## src/rtl/ultrasonic_echo_emulator_pkg.sv

```systemverilog
// ============================================================================
// ultrasonic_pkg : state encoding and default timing shared with the ranging
//                  controller (50 MHz, 2900 cycles per cm).
// Revision: 1.0
// ============================================================================
`default_nettype none

package ultrasonic_pkg;

  typedef enum logic [2:0] {
    IDLE    = 3'd0,
    TRIG_HI = 3'd1,
    BURST   = 3'd2,
    ECHO    = 3'd3,
    HOLDOFF = 3'd4
  } state_t;

  localparam int DEF_CYC_PER_CM   = 2900;
  localparam int DEF_TRIG_MIN_CYC = 500;
  localparam int DEF_TIMEOUT_CYC  = 1900000;

  localparam int TMR_W = 21;
  localparam int CM_W  = 9;
  localparam int SUB_W = 12;

endpackage

`default_nettype wire

```

## src/rtl/ultrasonic_echo_emulator_sync_edge.sv

```systemverilog
// ============================================================================
// sync_edge : 2-FF synchronizer with rise/fall pulses on the synchronized level.
// Revision: 1.0
// ============================================================================
`default_nettype none

module sync_edge (
  input  logic clk,
  input  logic rst_n,
  input  logic d_in,
  output logic sync_out,
  output logic rise,
  output logic fall
);

  logic meta_q, meta_d;
  logic sync_q, sync_d;
  logic prev_q, prev_d;

  always_comb begin
    meta_d = d_in;
    sync_d = meta_q;
    prev_d = sync_q;
  end

  always_ff @(posedge clk or negedge rst_n) begin
    if (!rst_n) begin
      meta_q <= 1'b0;
      sync_q <= 1'b0;
      prev_q <= 1'b0;
    end else begin
      meta_q <= meta_d;
      sync_q <= sync_d;
      prev_q <= prev_d;
    end
  end

  assign sync_out = sync_q;
  assign rise     = sync_q & ~prev_q;
  assign fall     = ~sync_q & prev_q;

endmodule

`default_nettype wire

```

## src/rtl/ultrasonic_echo_emulator.sv

```systemverilog
// ============================================================================
// ultrasonic_echo_emulator : HC-SR04 model, trigger in, distance-coded echo out.
// Revision: 1.0
// ============================================================================
`default_nettype none

module ultrasonic_echo_emulator
  import ultrasonic_pkg::*;
#(
  parameter int TRIG_MIN_CYC = DEF_TRIG_MIN_CYC,
  parameter int BURST_CYC    = 10000,
  parameter int CYC_PER_CM   = DEF_CYC_PER_CM,
  parameter int MIN_CM       = 2,
  parameter int MAX_CM       = 400,
  parameter int TIMEOUT_CYC  = DEF_TIMEOUT_CYC,
  parameter int HOLDOFF_CYC  = 500000
) (
  input  logic            clk,
  input  logic            reset,
  input  logic            trigger,
  input  logic [CM_W-1:0] distance_cm,
  input  logic            obstacle,
  output logic            echo,
  output logic            busy,
  output logic            trig_short,
  output logic [7:0]      echo_count
);

  localparam int WID_W = $clog2(TRIG_MIN_CYC + 1);

  logic trig_s, trig_rise, trig_fall;

  sync_edge u_trig_sync (
    .clk      (clk),
    .rst_n    (reset),
    .d_in     (trigger),
    .sync_out (trig_s),
    .rise     (trig_rise),
    .fall     (trig_fall)
  );

  state_t              state_q, state_d;
  logic [WID_W-1:0]    width_q, width_d;
  logic [TMR_W-1:0]    tmr_q, tmr_d;
  logic [CM_W-1:0]     cm_q, cm_d;
  logic [SUB_W-1:0]    sub_q, sub_d;
  logic                timeout_q, timeout_d;
  logic [CM_W-1:0]     dist_q, dist_d;
  logic                obst_q, obst_d;
  logic                echo_q, echo_d;
  logic                busy_q, busy_d;
  logic                short_q, short_d;
  logic [7:0]          count_q, count_d;

  logic                w_timeout;
  logic [CM_W-1:0]     w_cm;
  logic                w_sub_wrap;
  logic                w_echo_done;

  // Echo length is decided from the values latched at trigger acceptance.
  assign w_timeout   = !obst_q || (dist_q > CM_W'(MAX_CM));
  assign w_cm        = (dist_q < CM_W'(MIN_CM)) ? CM_W'(MIN_CM) : dist_q;
  assign w_sub_wrap  = (sub_q == SUB_W'(CYC_PER_CM - 1));
  assign w_echo_done = timeout_q ? (tmr_q == TMR_W'(TIMEOUT_CYC - 1))
                                 : ((cm_q == CM_W'(1)) && w_sub_wrap);

  always_comb begin
    state_d   = state_q;
    width_d   = width_q;
    tmr_d     = tmr_q;
    cm_d      = cm_q;
    sub_d     = sub_q;
    timeout_d = timeout_q;
    dist_d    = dist_q;
    obst_d    = obst_q;
    echo_d    = echo_q;
    busy_d    = busy_q;
    short_d   = 1'b0;
    count_d   = count_q;

    case (state_q)
      IDLE: begin
        // The rise cycle itself counts as the first high cycle.
        if (trig_rise) begin
          width_d = WID_W'(1);
          state_d = TRIG_HI;
        end
      end
      TRIG_HI: begin
        if (trig_fall) begin
          if (width_q >= WID_W'(TRIG_MIN_CYC)) begin
            dist_d  = distance_cm;
            obst_d  = obstacle;
            busy_d  = 1'b1;
            tmr_d   = '0;
            state_d = BURST;
          end else begin
            short_d = 1'b1;
            state_d = IDLE;
          end
        end else if (trig_s && (width_q != WID_W'(TRIG_MIN_CYC))) begin
          width_d = width_q + WID_W'(1);
        end
      end
      BURST: begin
        if (tmr_q == TMR_W'(BURST_CYC - 1)) begin
          echo_d    = 1'b1;
          tmr_d     = '0;
          timeout_d = w_timeout;
          cm_d      = w_cm;
          sub_d     = '0;
          state_d   = ECHO;
        end else begin
          tmr_d = tmr_q + TMR_W'(1);
        end
      end
      ECHO: begin
        if (w_echo_done) begin
          echo_d  = 1'b0;
          count_d = count_q + 8'd1;
          tmr_d   = '0;
          state_d = HOLDOFF;
        end else if (timeout_q) begin
          tmr_d = tmr_q + TMR_W'(1);
        end else if (w_sub_wrap) begin
          sub_d = '0;
          cm_d  = cm_q - CM_W'(1);
        end else begin
          sub_d = sub_q + SUB_W'(1);
        end
      end
      HOLDOFF: begin
        if (tmr_q == TMR_W'(HOLDOFF_CYC - 1)) begin
          busy_d  = 1'b0;
          state_d = IDLE;
        end else begin
          tmr_d = tmr_q + TMR_W'(1);
        end
      end
      default: state_d = IDLE;
    endcase
  end

  always_ff @(posedge clk or negedge reset) begin
    if (!reset) begin
      state_q   <= IDLE;
      width_q   <= '0;
      tmr_q     <= '0;
      cm_q      <= '0;
      sub_q     <= '0;
      timeout_q <= 1'b0;
      dist_q    <= '0;
      obst_q    <= 1'b0;
      echo_q    <= 1'b0;
      busy_q    <= 1'b0;
      short_q   <= 1'b0;
      count_q   <= '0;
    end else begin
      state_q   <= state_d;
      width_q   <= width_d;
      tmr_q     <= tmr_d;
      cm_q      <= cm_d;
      sub_q     <= sub_d;
      timeout_q <= timeout_d;
      dist_q    <= dist_d;
      obst_q    <= obst_d;
      echo_q    <= echo_d;
      busy_q    <= busy_d;
      short_q   <= short_d;
      count_q   <= count_d;
    end
  end

  assign echo       = echo_q;
  assign busy       = busy_q;
  assign trig_short = short_q;
  assign echo_count = count_q;

endmodule

`default_nettype wire

```

## config.mk

```make
export PLATFORM = sky130hd
export DESIGN_NAME = ultrasonic_echo_emulator
export DESIGN_NICKNAME = d
export VERILOG_FILES = /design/src/rtl/ultrasonic_echo_emulator_pkg.sv /design/src/rtl/ultrasonic_echo_emulator_sync_edge.sv /design/src/rtl/ultrasonic_echo_emulator.sv
export SDC_FILE = /design/constraint.sdc
export NUM_CORES = 1
export LEC_CHECK = 0
export BUFFER_PORTS_ARGS = -buffer_cell sky130_fd_sc_hd__buf_4
export CAP_MARGIN = 15
export CORE_MARGIN = 2
export CORE_UTILIZATION = 68
export CTS_BUF_LIST = sky130_fd_sc_hd__clkbuf_4
export DETAILED_ROUTE_END_ITERATION = 10
export PLACE_DENSITY = 0.86
export SETUP_SLACK_MARGIN = 0.1
export SKIP_CTS_REPAIR_TIMING = 1
export SLEW_MARGIN = 25
export SYNTH_ARGS = -nofsm -noshare
export SYNTH_HDL_FRONTEND = slang
export SYNTH_SLANG_ARGS = --single-unit
```

## constraint.sdc

```tcl
create_clock -name clk -period 4.6 [get_ports clk]
set_input_delay 0 -clock clk [delete_from_list [all_inputs] [get_ports clk]]
set_output_delay 0 -clock clk [all_outputs]
set_load 0.05 [all_outputs]
```

# == Yosys cells after proc, flatten, opt, wreduce, memory -nomap -nowiden ==
# Index checks and enable logic that the tools add are counted.
# classes
add_sub_neg,5
magnitude_cmp,3
n_eq_ne,23
mux,40
bitwise,4
reduce_logical,19
# ops
op,count
21-bit two-way mux,6
21-bit case mux with 4 select lines,1
9-bit two-way mux,8
12-bit two-way mux,4
9-bit case mux with 2 select lines,2
2-bit inequality test (second input constant),12
12-bit case mux with 2 select lines,1
21-bit by 1-bit adder with 21-bit output (second input constant),1
21-bit by 14-bit equality test with 1-bit output (second input constant),1
21-bit by 19-bit equality test with 1-bit output (second input constant),1
21-bit equality test (second input constant),1
3-bit two-way mux,5
3-bit case mux with 5 select lines,1
5-bit AND reduction,3
12-bit by 1-bit adder with 12-bit output (second input constant),1
12-bit equality test (second input constant),1
4-bit AND reduction,3
9-bit by 1-bit adder with 9-bit output (second input constant),1
9-bit by 1-bit equality test with 1-bit output (second input constant),1
9-bit >= comparator (second input constant),1
9-bit greater-than comparator (second input constant),1
9-bit by 2-bit less-than comparator with 1-bit output (second input constant),1
1-bit two-way mux,9
9-bit inequality test (second input constant),1
18 further kinds,27
# totals
regBits,79

# == Depth between registers and ports, before layout ==
# Gate-level depths: netlist of run 1.
# logic_depth
ltp_word,5
depth_mapped,8
mapped_depth_nobuf,7

# == Cells and area by module ==
# Synthesis of run 1 repeated with hierarchy kept, for this count alone.
# unflattened
hier_cells,451
area_unflattened_um2,4225.3
# modules_own_cells
module,instances,cells_per_inst,area_per_inst_um2
ultrasonic_echo_emulator,1,446,4135.2
sync_edge,1,5,90.1

# == Worst setup path after synthesis of run 1 ==
# No wires, ideal clock.
# synth_path
path_type,register to register
start,register sub_q[3]
end,register tmr_q[9]
setup_ps,121
t_arrival_ps,2543
required_time_ps,4479
path_slack_ps,1936
path_stages_with_launch,8
period_less_slack_ps,2664
path_cell_list,dfrtp_1 > or4b_1 > or4_4 > o32a_4 > a211o_1 > buf_6 > a21o_1 > a22o_1
# synth_via
elab_chain_cells,5
# synth_rtl
element,line,source
"start, declared",ultrasonic_echo_emulator.sv:46,"logic [SUB_W-1:0] sub_q, sub_d;"
"start signal, assigned",ultrasonic_echo_emulator.sv:163,sub_q <= sub_d;
12-bit equality test (*),ultrasonic_echo_emulator.sv:63,assign w_sub_wrap = (sub_q == SUB_W'(CYC_PER_CM - 1));
1-bit logical AND (*),ultrasonic_echo_emulator.sv:65,: ((cm_q == CM_W'(1)) && w_sub_wrap);
1-bit two-way mux (*),ultrasonic_echo_emulator.sv:64,assign w_echo_done = timeout_q ? (tmr_q == TMR_W'(TIMEOUT_CYC - 1))
3-bit inequality test (no source line) or 21-bit two-way mux (tied branches),--,
5-bit AND reduction (no source line) or 21-bit case mux with 4 select lines (tied branches),--,
"end signal, assigned",ultrasonic_echo_emulator.sv:161,tmr_q <= tmr_d;
"end, declared",ultrasonic_echo_emulator.sv:44,"logic [TMR_W-1:0] tmr_q, tmr_d;"
# Every way passes the cells marked *; elsewhere a longest branch is shown, timed or not.
# A chain may end at the register's enable or synchronous reset.

# == Worst setup path after layout of run 1 ==
# layout_path
start,register sub_q[0]
end,register tmr_q[9]
# The elaborated chain is that of the path after synthesis.

==> results of run 1 <==
-- stage by stage --
stage | hold slack, ns | setup WS [ns] | total power [mW] | cells | area (um^2)
2_1_floorplan | -0.296 | 1.94 | 0.778 | 463 | 4260
3_3_place_gp | 0.110 | 1.40 | 0.806 | 548 | 4450
3_5_place_dp | 0.111 | 1.32 | 0.809 | 548 | 4450
4_1_cts | -0.342 | 1.29 | 1.26 | 564 | 4600
5_1_grt | 0.224 | 1.21 | 1.31 | 576 | 4730
6_report | 0.155 | 1.38 | 1.27 | 576 | 4730
-- cell usage after synthesis, types with 3 or more instances --
| master | n | area share (%) |
|---|---|---|
| o31ai_1 | 5 | 0.88 |
| nand2b_1 | 4 | 0.59 |
| clkbuf_1 | 8 | 0.71 |
| nor2b_1 | 3 | 0.44 |
| nand3b_1 | 3 | 0.53 |
| a22o_1 | 12 | 2.5 |
| nand4_1 | 8 | 1.2 |
| ha_1 | 7 | 2.1 |
| and3_1 | 8 | 1.2 |
| or2b_2 | 3 | 0.62 |
| o21ai_0 | 52 | 6.1 |
| mux2_2 | 11 | 2.9 |
| o41ai_1 | 4 | 0.82 |
| a21oi_1 | 20 | 2.4 |
| o211a_1 | 3 | 0.71 |
| inv_1 | 16 | 1.4 |
| xnor2_1 | 5 | 1.0 |
| and4_1 | 3 | 0.62 |
| nor4_1 | 7 | 1.0 |
| or4_1 | 4 | 0.71 |
| nor2_1 | 49 | 4.3 |
| or4_4 | 3 | 0.79 |
| dfrtp_1 | 79 | 46 |
| nand3_1 | 33 | 3.9 |
| or3_1 | 5 | 0.73 |
| o2bb2ai_1 | 6 | 1.2 |
| nor3_1 | 19 | 2.2 |
| nand2_1 | 42 | 3.7 |
-- final cells by class --
cell class,count,area (um^2)
Multi-Input combinational cell,355,2150
Sequential cell,79,1980
Fill cell,396,1260
Timing Repair Buffer,35,297
Tap cell,75,93.8
Clock buffer,11,82.6
Clock inverter,5,72.6
Inverter,16,60.1
-- power by group through the flow --
stage | Sequential [mW] | Clock, mW | Combinational (mW)
2_1_floorplan | 0.735 | 0 | 0.0428
3_3_place_gp | 0.738 | 0 | 0.0680
3_5_place_dp | 0.739 | 0 | 0.0695
4_1_cts | 0.726 | 0.467 | 0.0701
5_1_grt | 0.730 | 0.495 | 0.0898
6_report | 0.726 | 0.463 | 0.0777
-- cells in the final DEF (no fill, tap or decap), types with 3 or more instances in the layout --
cell and n:
o211a_1 3, or4_4 3, nand3b_1 3, o31ai_1 5, o2bb2ai_1 6, nand3_1 33
and4_1 3, and3_1 8, dlygate4sd3_1 12, nor2b_1 3, or4_1 4, nand4_1 8
buf_4 22, or3_1 5, a21oi_1 20, o21ai_0 52, dfrtp_1 79, mux2_2 11
a22o_1 12, nor2_1 48, nand2_1 42, clkbuf_4 11, inv_1 16, or2b_2 3
xnor2_1 5, nor3_1 19, ha_1 7, nand2b_1 4, o41ai_1 4, nor4_1 7
-- routing by layer --
layer  part of all wire, %  vias to the layer above  GRT usage (%)
met5                     0                        -              0
met4                   2.1                        0           11.3
met3                   7.1                       22           4.37
met2                    47                      199           44.7
met1                    44                     1827           41.3
li1                      -                     1776              -
-- logic make-up after synthesis --
family                     after synthesis
AOI/OAI and AO/OA                      121
adders and majority gates                7
buffers and inverters                   29
muxes                                   12
DFF                                     79
xor gates and xnor gates                 7
and+or+nand+nor                        208
-- worst max-delay path: stages, from the launching register on --
cell	delay [ns]
dfrtp_1	0.42
ha_1	0.25
or2b_2	0.32
or4_4	0.55
o32a_4	0.37
a211oi_2	0.62
nor2_2	0.31
a22o_1	0.27
-- registers in the layout, indices dropped and copies added, names as in the netlist, 3 cells and up --
signal,flops
width_q,9
tmr_q,21
dist_q,9
cm_q,9
sub_q,12
state_q,3
echo_count,8
-- how the worst min path moves through the flow --
stage | start | endpoint | cells past startpoint
floorplan | reset | busy | 0
global placement | trigger | u_trig_sync.meta_q | 1
detailed placement | trigger | u_trig_sync.meta_q | 1
CTS | trigger | u_trig_sync.meta_q | 1
global route | reset | tmr_q[19] | 2
finish | reset | tmr_q[18] | 2
==> metrics.md, run 1 <==
| Metric | Value |
|---|---|
| Outcome | completed |
| Fmax | 310 MHz |
| Max-slew violations | 0 |
| Power per Cell Area | 268 nW/um^2 |
| CP Class | flip-flop to flip-flop |
| Combinational family with the most area after synthesis | simple AND/OR/NAND/NOR gates |
| CTS Buffer Depth | 2 |
| Reg clk slew, reported paths | 0.12 ns |
| Switching Fraction | between 20% and 30% |
| Fin crit share | a little over two thirds |
| GRT Total Usage | between 20 and 30% |
| Post-synthesis mux area share | under 10% |
| WL/cell | 16.6 um |
| Ys Warns | 0 |
| Total congestion overflow | 0 |
| Area of the core | about 6000 um^2 |
| I/O Buffers | 23 |
| CTS buffer count | 9 |
| Hold WC Path Type | input port to asynchronous set/reset pin |
| VDD IR max | between 0.2 and 0.25 mV |
| Synth Area in XOR/XNOR | 1.44% |
| Starting Density | 71.1% |
| # setup viols final | 0 |
| Synth Net Count | 483 |
| Drc violations | 0 |
| Critical Path Sink | tmr_q[9] |
| R2r setup slk | 1.38 ns |
| WP data required | 4.92 ns |
| Die width | between 80 and 90 um |
| CTS tree | built |
| Layout cell share with drive strength beyond 1 | between 10 and 15% |
| First-pass GRT wire length | 16.3 mm |
| Post-Syn Area per Cell | 9.20 um^2 |
| Top Ports | 24 |
| Number of synthesized flops with an enable pin | 0 |
| Reg-to-reg startpoint | sub_q[0] |
| Synth Area in Adders | a little over 2% |
| Worst setup startpoint | sub_q[0] |
| Critical Path AT | 3.54 ns |
| Pin count of the biggest net entering global routing | 80 |
| Fin Setup TNS | 0 ns |
| Unique cell type count in the Yosys netlist | 60 |
| Row count | 28 |
| Post-route ant nets | 0 |
| Hold Fails Final Rpt | 0 |
| Final #Nets | 516 |
| Max_cap viols | 0 |
| Syn Inst Count | 463 |
| Placer Congestion | 0.894 |
| RSZ-0062 raised after global routing | no |
| Static Leak | 2.06 nW |
| Sequential element share of the synthesized area | roughly 46% |
| P_sw | 0.295 mW |
| Clock sink total | 79 |
| Comb pwr share | 6.1% |
| Ys flop type | dfrtp_1 |
| Number of global-route vias before repair | 3460 |
| Final core occ | 78.9% |
| Clock latency on the worst-skew pair | 0.43 ns |
| Post-DP HPWL | between 6 and 7 mm |
| Die footprint | 6910 um^2 |
| CP Capture Type | flip-flop |
| Startpoint types | flip-flop |
| Number of synthesized register bits | 79 |
| Via count | 3824 |
| RR Endpoint | tmr_q[9] |
| CP max FO | 15 |
| DRT Pass-1 Iters | 5 |
| 1st-iter DRT viols | 297 |
| Synth Cell Area | roughly 4300 um^2 |
| Via/cell ratio | 6.64 |
| Syn-to-layout area delta | 11.1% |
| Die Height | 83.1 um |
| Sequential Power Share | a little under three fifths |
| Worst-Margin Slew | 0.954 ns |
| Ys async rst share | 100% |
| R2R depth | 7 |
| Slew HR | 36.1% |
| Min cycle time layout | 3.22 ns |
| Clk pwr share | 36.5% |
| Root Buffer | clkbuf_4 |
| Initial antenna violation count | 0 |
| Setup Skew | 0.0156 ns |
| Int Power | 0.972 mW |
| CTS H-tree depth | 3 |
| Simple-gate portion of the synthesized area | 25.3% |
| Compound-Gate Fraction of Synth Area | 18.4% |
| Drt total wl | 9.56 mm |
| N_diodes | 0 |
No activity file was read; power rests on OpenSTA's default activity.
==> run 2: changes to the inputs <==
--- a/config.mk
+++ b/config.mk
@@ -8,10 +8,10 @@
 export BUFFER_PORTS_ARGS = -buffer_cell sky130_fd_sc_hd__buf_4
 export CAP_MARGIN = 15
 export CORE_MARGIN = 2
-export CORE_UTILIZATION = 68
+export CORE_UTILIZATION = 63
 export CTS_BUF_LIST = sky130_fd_sc_hd__clkbuf_4
 export DETAILED_ROUTE_END_ITERATION = 10
-export PLACE_DENSITY = 0.86
+export PLACE_DENSITY = 0.8
 export SETUP_SLACK_MARGIN = 0.1
 export SKIP_CTS_REPAIR_TIMING = 1
 export SLEW_MARGIN = 25
==> constraint.sdc (replaced) <==
create_clock -name clk -period 3.1 [get_ports clk]
set_input_delay 0 -clock clk [delete_from_list [all_inputs] [get_ports clk]]
set_output_delay 0 -clock clk [all_outputs]
set_load 0.05 [all_outputs]
==> metrics.md, run 2 (synthesis gave the netlist of run 1 again) <==
| Metric | Value |
|---|---|
| Die width | 86.2 um (+3.7%) |
| Sequential Power Share | 54.9% (-2.4 points) |
| Reg-to-reg startpoint | sub_q[3] |
| Total congestion overflow | 0 (unchanged) |
| DRT Pass-1 Iters | 7 (+2) |
| CP max FO | 10 (-5) |
| 1st-iter DRT viols | 391 (+32%) |
| # setup viols final | 0 (unchanged) |
| Slew HR | 53.0% (+17 points) |
| Power per Cell Area | 406 nW/um^2 (+52%) |
| GRT Total Usage | 26.8% (-2.1 points) |
| # fillers | 486 (+23%) |
| Worst-Margin Slew | 0.704 ns (-0.250 ns) |
| Die footprint | 7430 um^2 (+7.5%) |
| CTS H-tree depth | 3 (unchanged) |
| WL/cell | 16.4 um (-0.96%) |
| Max reg flops | 21 (unchanged) |
| Die Height | 86.2 um (+3.7%) |
| Outcome | completed |
| Final #Nets | 526 (+1.9%) |
| Worst setup startpoint | sub_q[3] |
| Commonest cells after routing, fill and taps aside | 79 x dfrtp_1, 52 x o21ai_0, 48 x nor2_1, 41 x nand2_1, 33 x nand3_1 |
| Fmax | 343 MHz (+10%) |
| R2R depth | 6 (-1) |
| CP Class | flip-flop to flip-flop |
| First-pass GRT wire length | 16.0 mm (-2.2%) |
| Slowest CP cell | or4b_1 |
| I/O Buffers | 23 (unchanged) |
| Clk pwr share | 39.1% (+2.6 points) |
| Top Ports | 24 (unchanged) |
| Max_cap viols | 0 (unchanged) |
| RR Endpoint | tmr_q[9] |
| Max-slew violations | 0 (unchanged) |
| R2r setup slk | 0.18 ns (-1.19 ns) |
| WP data required | 3.43 ns (-1.49 ns) |
| N_diodes | 0 (unchanged) |
| Hold Fails Final Rpt | 0 (unchanged) |
| Int Power | 1.51 mW (+55%) |
| Drt total wl | 9.67 mm (+1.1%) |
| CTS Buffer Depth | 2 (unchanged) |
| Pin count of the biggest net entering global routing | 80 (unchanged) |
| Initial antenna violation count | 0 (unchanged) |
| Starting Density | 65.9% (-5.1 points) |
| WHS | 0.151 ns (-0.00414 ns) |
| P_sw | 0.461 mW (+56%) |
| Switching Fraction | 23.4% (+0.16 points) |
| Placer Congestion | 0.941 (+5.3%) |
| Post-route ant nets | 0 (unchanged) |
| Post-DP HPWL | 6.39 mm (+1.2%) |
| Root Buffer | clkbuf_4 |
| CTS tree | built |
| RSZ-0062 raised after global routing | yes |
| Drc violations | 0 (unchanged) |
| Startpoint types | flip-flop |
| Top flop regs | tmr_q (21), sub_q (12) |
| Clock sink total | 79 (unchanged) |
| Area of the core | 6460 um^2 (+7.8%) |
| Most common cell after layout, fill and taps aside | dfrtp_1 |
| Syn-to-layout area delta | 13.7% |
| Final std cells w/o fill | 588 (+2.1%) |
| Static Leak | 2.12 nW (+2.9%) |
| Row count | 29 (+3.6%) |
| Reg clk slew, reported paths | 0.13 ns (about the same) |
| VDD IR max | 0.250 mV (+24%) |
| Layout cell share with drive strength beyond 1 | 15.7% (+2.1 points) |
| Placed Cells | 560 (+2.2%) |
| Comb pwr share | 6.1% (about the same) |
| Max stage delay on crit path | 0.54 ns (-0.08 ns) |
| Fin Setup TNS | 0 ns (unchanged) |
| Via/cell ratio | 6.43 (-3.2%) |
| Fin crit share | 94.0% (+24 points) |
| CP Cell Sequence | or4b_1, or4_4, o32a_4, a211o_1, a21o_1, a22o_1 |
| Number of global-route vias before repair | 3483 (+0.66%) |
| Most flop-heavy register | tmr_q |
| Setup ws final | 0.185 ns (-1.19 ns) |
| Critical Path AT | 3.25 ns (-0.29 ns) |
| Clock latency on the worst-skew pair | 0.43 ns (about the same) |
| CTS buffer count | 9 (unchanged) |
| Via count | 3778 (-1.2%) |
| Setup Skew | 0.0157 ns (+0.000113 ns) |
| Min cycle time layout | 2.92 ns (-0.305 ns) |
| Hold WC Path Type | input port to asynchronous set/reset pin |
| Placement Setup Slack | 0.0879 ns (-1.23 ns) |
| CP Capture Type | flip-flop |
[run 2: metrics by stage]
stage / total power, mW / instance area (um^2) / util (%)
4_1_cts: 1.96 / 4700 / 72.8
6_report: 1.97 / 4840 / 75.0
2_1_floorplan: 1.15 / 4260 / -
3_3_place_gp: 1.20 / 4530 / 70.1
3_5_place_dp: 1.20 / 4530 / 70.1
5_1_grt: 2.04 / 4840 / 75.0
[run 2: power groups by stage]
stage	clock, mW	combinational [mW]	sequential (mW)
floorplan	0	0.0635	1.09
global placement	0	0.101	1.10
detailed placement	0	0.107	1.10
CTS	0.771	0.109	1.08
global route	0.824	0.133	1.08
finish	0.769	0.119	1.08
[run 2: worst max-delay path by stage]
stage,endpoint,slack (ns),depth (start not counted)
after global placement,tmr_q[13],0.15,7
final,tmr_q[9],0.18,6
after detailed placement,tmr_q[18],0.09,6
after CTS,tmr_q[2],0.03,6
after global routing,tmr_q[16],0.10,7
after floorplan,tmr_q[9],0.44,7
[run 2: area by class of cell]
class                   instances  area, um^2  area share, %
clock inverters                 7         111           2.30
flip-flops and latches         79        1980           40.8
repair buffers                 45         372           7.68
well taps                      77        96.3           1.99
inverters                      16        60.1           1.24
multi-input cells             355        2160           44.6
clock buffers                   9        67.6           1.40
[run 2: critical path: cells and delay by family, from the launching register on]
kind	cells	cell delay, ns
flip-flops	1	0.46
AND/OR/NAND/NOR	2	1.06
AO/OA/AOI/OAI	4	1.30
[run 2: metal layers]
| metal | track usage (%) | part of all wire [%] | up-vias |
|---|---|---|---|
| met5 | 0 | 0 | - |
| met4 | 8.81 | 1.2 | 0 |
| met3 | 3.81 | 5.2 | 14 |
| met2 | 43.8 | 48 | 137 |
| met1 | 37.3 | 45 | 1831 |
| li1 | - | - | 1796 |
